### src/rtl/mycpu_mem_stage.sv
// Memory-access pipeline stage: latches the execute result, issues at most one
// data-memory request per instruction, aligns load data and hands one result to write-back.
module mycpu_mem_stage (
    input  logic        clk,
    input  logic        reset,
    input  logic        es_valid,
    input  logic [31:0] es_result,
    input  logic        es_ovf,
    input  logic [3:0]  es_mem_op,
    input  logic [31:0] es_store_data,
    input  logic [4:0]  es_dest,
    output logic        ms_allowin,
    input  logic        flush,
    output logic        data_req,
    output logic        data_wr,
    output logic [1:0]  data_size,
    output logic [31:0] data_addr,
    output logic [3:0]  data_wstrb,
    output logic [31:0] data_wdata,
    input  logic        data_addr_ok,
    input  logic [31:0] data_rdata,
    input  logic        data_data_ok,
    input  logic        wb_allowin,
    output logic        ms_to_ws_valid,
    output logic [31:0] ms_result,
    output logic [4:0]  ms_dest,
    output logic [1:0]  ms_exc
);

    localparam logic [3:0] OP_NONE = 4'd0, OP_LB = 4'd1, OP_LBU = 4'd2, OP_LH = 4'd3,
                           OP_LHU  = 4'd4, OP_LW = 4'd5, OP_SB  = 4'd6, OP_SH = 4'd7,
                           OP_SW   = 4'd8;
    localparam logic [1:0] EXC_NONE = 2'd0, EXC_OVF = 2'd1, EXC_ADEL = 2'd2, EXC_ADES = 2'd3;

    typedef enum logic [2:0] {S_IDLE, S_REQ, S_WAIT, S_DONE, S_DRAIN} state_e;

    function automatic logic is_load(input logic [3:0] op);
        return (op >= OP_LB) && (op <= OP_LW);
    endfunction

    function automatic logic is_store(input logic [3:0] op);
        return (op >= OP_SB) && (op <= OP_SW);
    endfunction

    function automatic logic [1:0] op_size(input logic [3:0] op);
        case (op)
            OP_LH, OP_LHU, OP_SH: return 2'd1;
            OP_LW, OP_SW:         return 2'd2;
            default:              return 2'd0;
        endcase
    endfunction

    state_e      state_q;
    logic [3:0]  op_q;
    logic [31:0] addr_q, sdata_q, result_q;
    logic [4:0]  dest_q;
    logic [1:0]  exc_q;

    logic [3:0]  op_d;
    logic [4:0]  dest_d;
    logic [1:0]  exc_d;
    logic        misalign, go_mem_d, accept;
    logic [31:0] shifted, load_data_d;

    // NOTE: every always_comb output gets a default first so no path can infer a latch.
    always_comb begin
        op_d     = (es_mem_op > OP_SW) ? OP_NONE : es_mem_op;
        misalign = ((op_size(op_d) == 2'd1) && es_result[0]) ||
                   ((op_size(op_d) == 2'd2) && (es_result[1:0] != 2'b00));
        exc_d    = EXC_NONE;
        if (es_ovf)        exc_d = EXC_OVF;
        else if (misalign) exc_d = is_store(op_d) ? EXC_ADES : EXC_ADEL;
        dest_d   = ((exc_d != EXC_NONE) || is_store(op_d)) ? 5'd0 : es_dest;
        go_mem_d = (is_load(op_d) || is_store(op_d)) && (exc_d == EXC_NONE);
    end

    // Request fields come straight from the latched instruction, so they stay
    // stable for as long as the request waits for addr_ok.
    always_comb begin
        data_wr    = is_store(op_q);
        data_size  = op_size(op_q);
        data_addr  = addr_q;
        data_wstrb = 4'b0000;
        data_wdata = 32'd0;
        case (op_q)
            OP_SB: begin
                data_wstrb = 4'b0001 << addr_q[1:0];
                data_wdata = {4{sdata_q[7:0]}};
            end
            OP_SH: begin
                data_wstrb = addr_q[1] ? 4'b1100 : 4'b0011;
                data_wdata = {2{sdata_q[15:0]}};
            end
            OP_SW: begin
                data_wstrb = 4'b1111;
                data_wdata = sdata_q;
            end
            default: ;
        endcase
    end

    // Halves are known to be aligned here, so one byte-granular shift serves both widths.
    always_comb begin
        shifted = data_rdata >> {addr_q[1:0], 3'b000};
        case (op_q)
            OP_LB:   load_data_d = {{24{shifted[7]}}, shifted[7:0]};
            OP_LBU:  load_data_d = {24'd0, shifted[7:0]};
            OP_LH:   load_data_d = {{16{shifted[15]}}, shifted[15:0]};
            OP_LHU:  load_data_d = {16'd0, shifted[15:0]};
            OP_LW:   load_data_d = data_rdata;
            default: load_data_d = addr_q;
        endcase
    end

    assign ms_allowin     = (state_q == S_IDLE) || ((state_q == S_DONE) && wb_allowin);
    assign accept         = es_valid && ms_allowin && !flush;
    assign data_req       = (state_q == S_REQ);
    assign ms_to_ws_valid = (state_q == S_DONE);
    assign ms_result      = result_q;
    assign ms_dest        = dest_q;
    assign ms_exc         = exc_q;

    // NOTE: sequential state uses non-blocking assignments so every register
    // samples pre-edge values regardless of statement order.
    always_ff @(posedge clk or posedge reset) begin
        if (reset) begin
            state_q  <= S_IDLE;
            op_q     <= OP_NONE;
            addr_q   <= 32'd0;
            sdata_q  <= 32'd0;
            result_q <= 32'd0;
            dest_q   <= 5'd0;
            exc_q    <= EXC_NONE;
        end else begin
            case (state_q)
                S_IDLE, S_DONE: begin
                    if (accept) begin
                        op_q     <= op_d;
                        addr_q   <= es_result;
                        sdata_q  <= es_store_data;
                        result_q <= es_result;
                        dest_q   <= dest_d;
                        exc_q    <= exc_d;
                        state_q  <= go_mem_d ? S_REQ : S_DONE;
                    end else if (flush || ms_allowin) begin
                        state_q <= S_IDLE;
                    end
                end
                S_REQ: begin
                    if (flush)             state_q <= data_addr_ok ? S_DRAIN : S_IDLE;
                    else if (data_addr_ok) state_q <= S_WAIT;
                end
                S_WAIT: begin
                    // A flush coinciding with the response has nothing left to drain.
                    if (data_data_ok) begin
                        state_q <= flush ? S_IDLE : S_DONE;
                        if (!flush) result_q <= load_data_d;
                    end else if (flush) begin
                        state_q <= S_DRAIN;
                    end
                end
                S_DRAIN: begin
                    if (data_data_ok) state_q <= S_IDLE;
                end
                default: state_q <= S_IDLE;
            endcase
        end
    end

endmodule

### config.mk
export PLATFORM = sky130hd
export DESIGN_NAME = mycpu_mem_stage
export DESIGN_NICKNAME = d
export VERILOG_FILES = /design/src/rtl/mycpu_mem_stage.sv
export SDC_FILE = /design/constraint.sdc
export NUM_CORES = 1
export LEC_CHECK = 0
export CAP_MARGIN = 0
export CORE_ASPECT_RATIO = 0.75
export CORE_MARGIN = 1.5
export CORE_UTILIZATION = 25
export DETAILED_ROUTE_END_ITERATION = 12
export GPL_TIMING_DRIVEN = 0
export MAX_ROUTING_LAYER = met4
export SYNTH_ARGS = -nofsm -noshare
export SYNTH_HDL_FRONTEND = slang
export SYNTH_SLANG_ARGS = --single-unit
### constraint.sdc
create_clock -name clk -period 4 [get_ports clk]
set_clock_uncertainty 0.1 [all_clocks]
set_input_delay 0.6 -clock clk [delete_from_list [all_inputs] [get_ports clk]]
set_output_delay 0.6 -clock clk [all_outputs]
set_load 0.005 [all_outputs]
==> summary.txt <==
Outcome
  – Status: complete, no violations

Route
  – Wirelength per Cell: 20.2 µm
  – Final WL: 25700 µm
  – DRT Pass-1 Iters: 7
  – Vias per cell: 4.92
  – DRT iter0 DRCs: 674
  – DRC: 0
  – Detailed-route via count: 6273
  – Post-route ant nets: 0

Critical path
  – WP data arrival: 2960 ps
  – Slowest-stage cell, CP: clkdlybuf4s50_1
  – Crit path max-delay family: buffers and inverters
  – Critical-path cell list: buf_2, nor3_2, and2_0, clkbuf_1, buf_2, nand2_1, o21ai_0, clkdlybuf4s50_1
  – Max stage delay on crit path: 560 ps
  – Worst path depth: 8
  – Setup slack, reg-to-reg: 1500 ps
  – Worst r2r dst: ms_result[16]
  – Cell mode on critical path: buf_2
  – CP bufs+invs: 4
  – Critical register-to-register path startpoint: data_addr[1]
  – Worst path required time: 3300 ps
  – CP Launch Type: flip-flop
  – WS Path Type: flip-flop to output port
  – Worst Setup End Kind: output port
  – Crit Path Max Fanout: 10
  – R2R cell count: 7

Run
  – Maxcap violations: 0

Layout
  – Design area: 9140 µm²
  – Layout Nets: 1048
  – Layout area overhead: 49.3%
  – Share of cells above drive strength 1: 7.98%

Synthesis
  – Syn_nets: 811
  – Unique masters post-synth: 55
  – Primary FF master, synth: dfrtp_1
  – Number of synthesis warnings: 0
  – Seq/Total Area, Yosys: 45.0%
  – Async S/R FF share, synth: 100%
  – Post-Syn Area per Cell: 8.76 µm²
  – Post-synth EDFFs: 0
  – Post-synthesis cell count: 698
  – Synthesized area: 6120 µm²
  – Flops & latches, synth: 110

Clock network
  – Setup bufs post-CTS: 0
  – Cts bufs inserted: 9
  – Worst-skew pair later-pin latency: 360 ps
  – Clock transition at path regs: 80 ps
  – H-tree Lvls: 3
  – TritonCTS clock tree: done
  – Clock root cell: clkbuf_16
  – Clk sinks: 110
  – Clk buf depth: 2

Global routing
  – Grt ovf: 0
  – First-pass GRT wire length: 38700 µm
  – Largest net degree at the start of global routing: 65
  – Total global-route track usage: 20.9%
  – Vias in the first global route: 6224
  – Initial antenna violation count: 2

Placement
  – # port buffers: 225
  – Dpl hpwl: 20100 µm
  – Area after DPL: 8820 µm²
  – Pre-CTS setup slack: 609 ps
  – GP Congestion: 0.920

Timing
  – Final WS setup: 345 ps
  – Worst slew pin tran: 896 ps
  – Endpoints failing setup: 0
  – Fin crit share: 91.4%
  – Fmax: 274 MHz
  – Unrepaired setup endpoints after global routing: no
  – Max Slew Vio Count: 0
  – Min Tclk post-route: 3660 ps
  – Final hold viol count: 0
  – Slew margin rel.: 40.0%

Pwr
  – Leakage power: 4.02 nW
  – Pwr/cell area: 706 nW/µm²
  – Sw Pwr: 0.00266 W
  – Clock power frac: 14.8%
  – Sw frac: 41.2%
  – Comb pwr share: 52.3%
  – Seq pwr share: 32.8%
  – Internal: 0.00379 W
  – Max IR drop VDD: 0.252 mV

Die
  – I/O pin count: 226
  – Starting Density: 25.5%
  – Height of the chip: 138 µm
  – Core area: 24000 µm²
  – Chip Width: 184 µm
  – Row count: 49
  – Die footprint: 25400 µm²

Min path
  – Worst Hold Class: flip-flop to flip-flop
  – Worst hold path startpoint: ms_result[31]
  – Sink of the worst hold path: ms_result[31]
  – Hold path depth: 2
==> cell usage after synthesis (3+ instances only) <==
cell      number  area (µm²)
o21ai_0       32         160
and3b_1        4        35.0
and2_1         9        56.3
nor2b_1        8        50.1
mux2i_1        8        80.1
a32o_1         4        40.0
buf_2         22         110
mux4_2         8         180
dfrtp_1      110        2750
a21o_1         8        60.1
a21boi_0       4        30.0
o211ai_1       8        60.1
nand2b_1       7        43.8
o21ai_1        4        20.0
a22oi_1       30         225
nand3_1        6        30.0
a222oi_1       7        70.1
a211oi_1       3        22.5
inv_1          6        22.5
o31ai_1        4        30.0
nand2_1      265         995
o22ai_1        9        56.3
and3_1         3        18.8
nor2_1        12        45.0
a22o_1        31         272
o211ai_2      11         138
a221oi_1       6        52.6
buf_4          3        22.5
a21oi_1       14        70.1
clkbuf_1      19        71.3
==> cell usage in the layout (no fill, tap or decap), types with 5 or more instances in the layout <==
master	netlist	final
a221oi_1	6	6
buf_2	22	22
nand3_1	6	6
a22oi_1	30	30
mux4_2	8	8
o21ai_0	32	32
o22ai_1	9	9
nor2b_1	8	8
inv_1	6	5
a22o_1	31	31
o211ai_1	8	8
clkbuf_16	0	9
dfrtp_1	110	110
clkbuf_1	19	19
nand2_1	265	265
a222oi_1	7	7
a21o_1	8	8
o211ai_2	11	11
nor2_1	12	11
a21oi_1	14	14
mux2i_1	8	8
nand2b_1	7	7
and2_1	9	9
clkdlybuf4s50_1	0	225
==> flip-flops by register name, indices dropped and copies added, names as in the netlist <==
register and count:
ms_exc 2, data_addr 32, op_q 4, state_q 3, ms_result 32, sdata_q 32, ms_dest 5
==> metrics by stage <==
step	setup TNS [ps]	hold slack, ps	util, %	cells	total power, W
3_3_place_gp	-174800	360	36.6	1254	0.00545
2_1_floorplan	0	346	-	698	0.00372
4_1_cts	0	386	38.1	1271	0.00646
6_report	0	379	38.1	1274	0.00645
5_1_grt	0	396	38.1	1273	0.00689
3_5_place_dp	0	363	36.8	1255	0.00547
==> how the worst max path moves through the flow <==
stage	startpoint	to	slack (ps)
after floorplan	reset	data_addr[0]	400
after global placement	reset	sdata_q[25]	-1600
after detailed placement	op_q[1]	data_wstrb[3]	610
after CTS	op_q[1]	data_wstrb[3]	210
after global routing	op_q[0]	data_wdata[29]	170
final	op_q[0]	data_wdata[29]	340
==> cells by family (layout without fill, tap and decap cells) <==
| family | Yosys count | after routing | share of synthesized area (%) |
|---|---|---|---|
| and+or+nand+nor | 329 | 329 | 22.8 |
| AOI/OAI and AO/OA | 185 | 185 | 23.0 |
| DFF | 110 | 110 | 45.0 |
| buffers and inverters | 55 | 297 | 4.52 |
| muxes | 17 | 17 | 4.44 |
| xor gates and xnor gates | 2 | 2 | 0.286 |
| other | 0 | 3 | 0 |
==> worst reg2reg max path, cell delays in order, from the launching register on <==
cell,delay [ps]
dfrtp_1,390
buf_6,150
nor2b_1,120
buf_2,180
a22oi_1,390
o31ai_1,180
a2111oi_0,650
o21ai_0,190
==> metal layers <==
| metal | GRT usage, % | up-vias | wire length (µm) |
|---|---|---|---|
| met1 | 30.4 | 3033 | 12300 |
| li1 | - | 2941 | - |
| met2 | 28.5 | 273 | 10700 |
| met3 | 5.48 | 26 | 2270 |
| met5 | - | - | 0 |
| met4 | 4.96 | 0 | 469 |
==> power by group through the flow <==
| stage | registers [W] | clock network, W | logic (W) |
|---|---|---|---|
| detailed placement | 0.00211 | 0 | 0.00336 |
| global placement | 0.00212 | 0 | 0.00334 |
| finish | 0.00212 | 0.000957 | 0.00338 |
| floorplan | 0.00199 | 0 | 0.00172 |
| global route | 0.00218 | 0.00102 | 0.00368 |
| CTS | 0.00210 | 0.000975 | 0.00338 |
==> layout make-up <==
cell class	instances	area, µm²
antenna	3	7.51
clock inverter	6	70.1
timing repair buffer	226	2280
fill	2453	14800
clock buffer	10	239
inverter	6	27.5
sequential	110	2750
buffer	49	254
multi-input combinational	533	3090
tap	331	414
==> repair_timing <==
action,CTS,global route
endpoints found under the hold margin,0,0
resized for setup,0,1
setup endpoints to repair,0,1
hold buffers,0,0
Note: power is estimated with default switching activity, not from simulation.
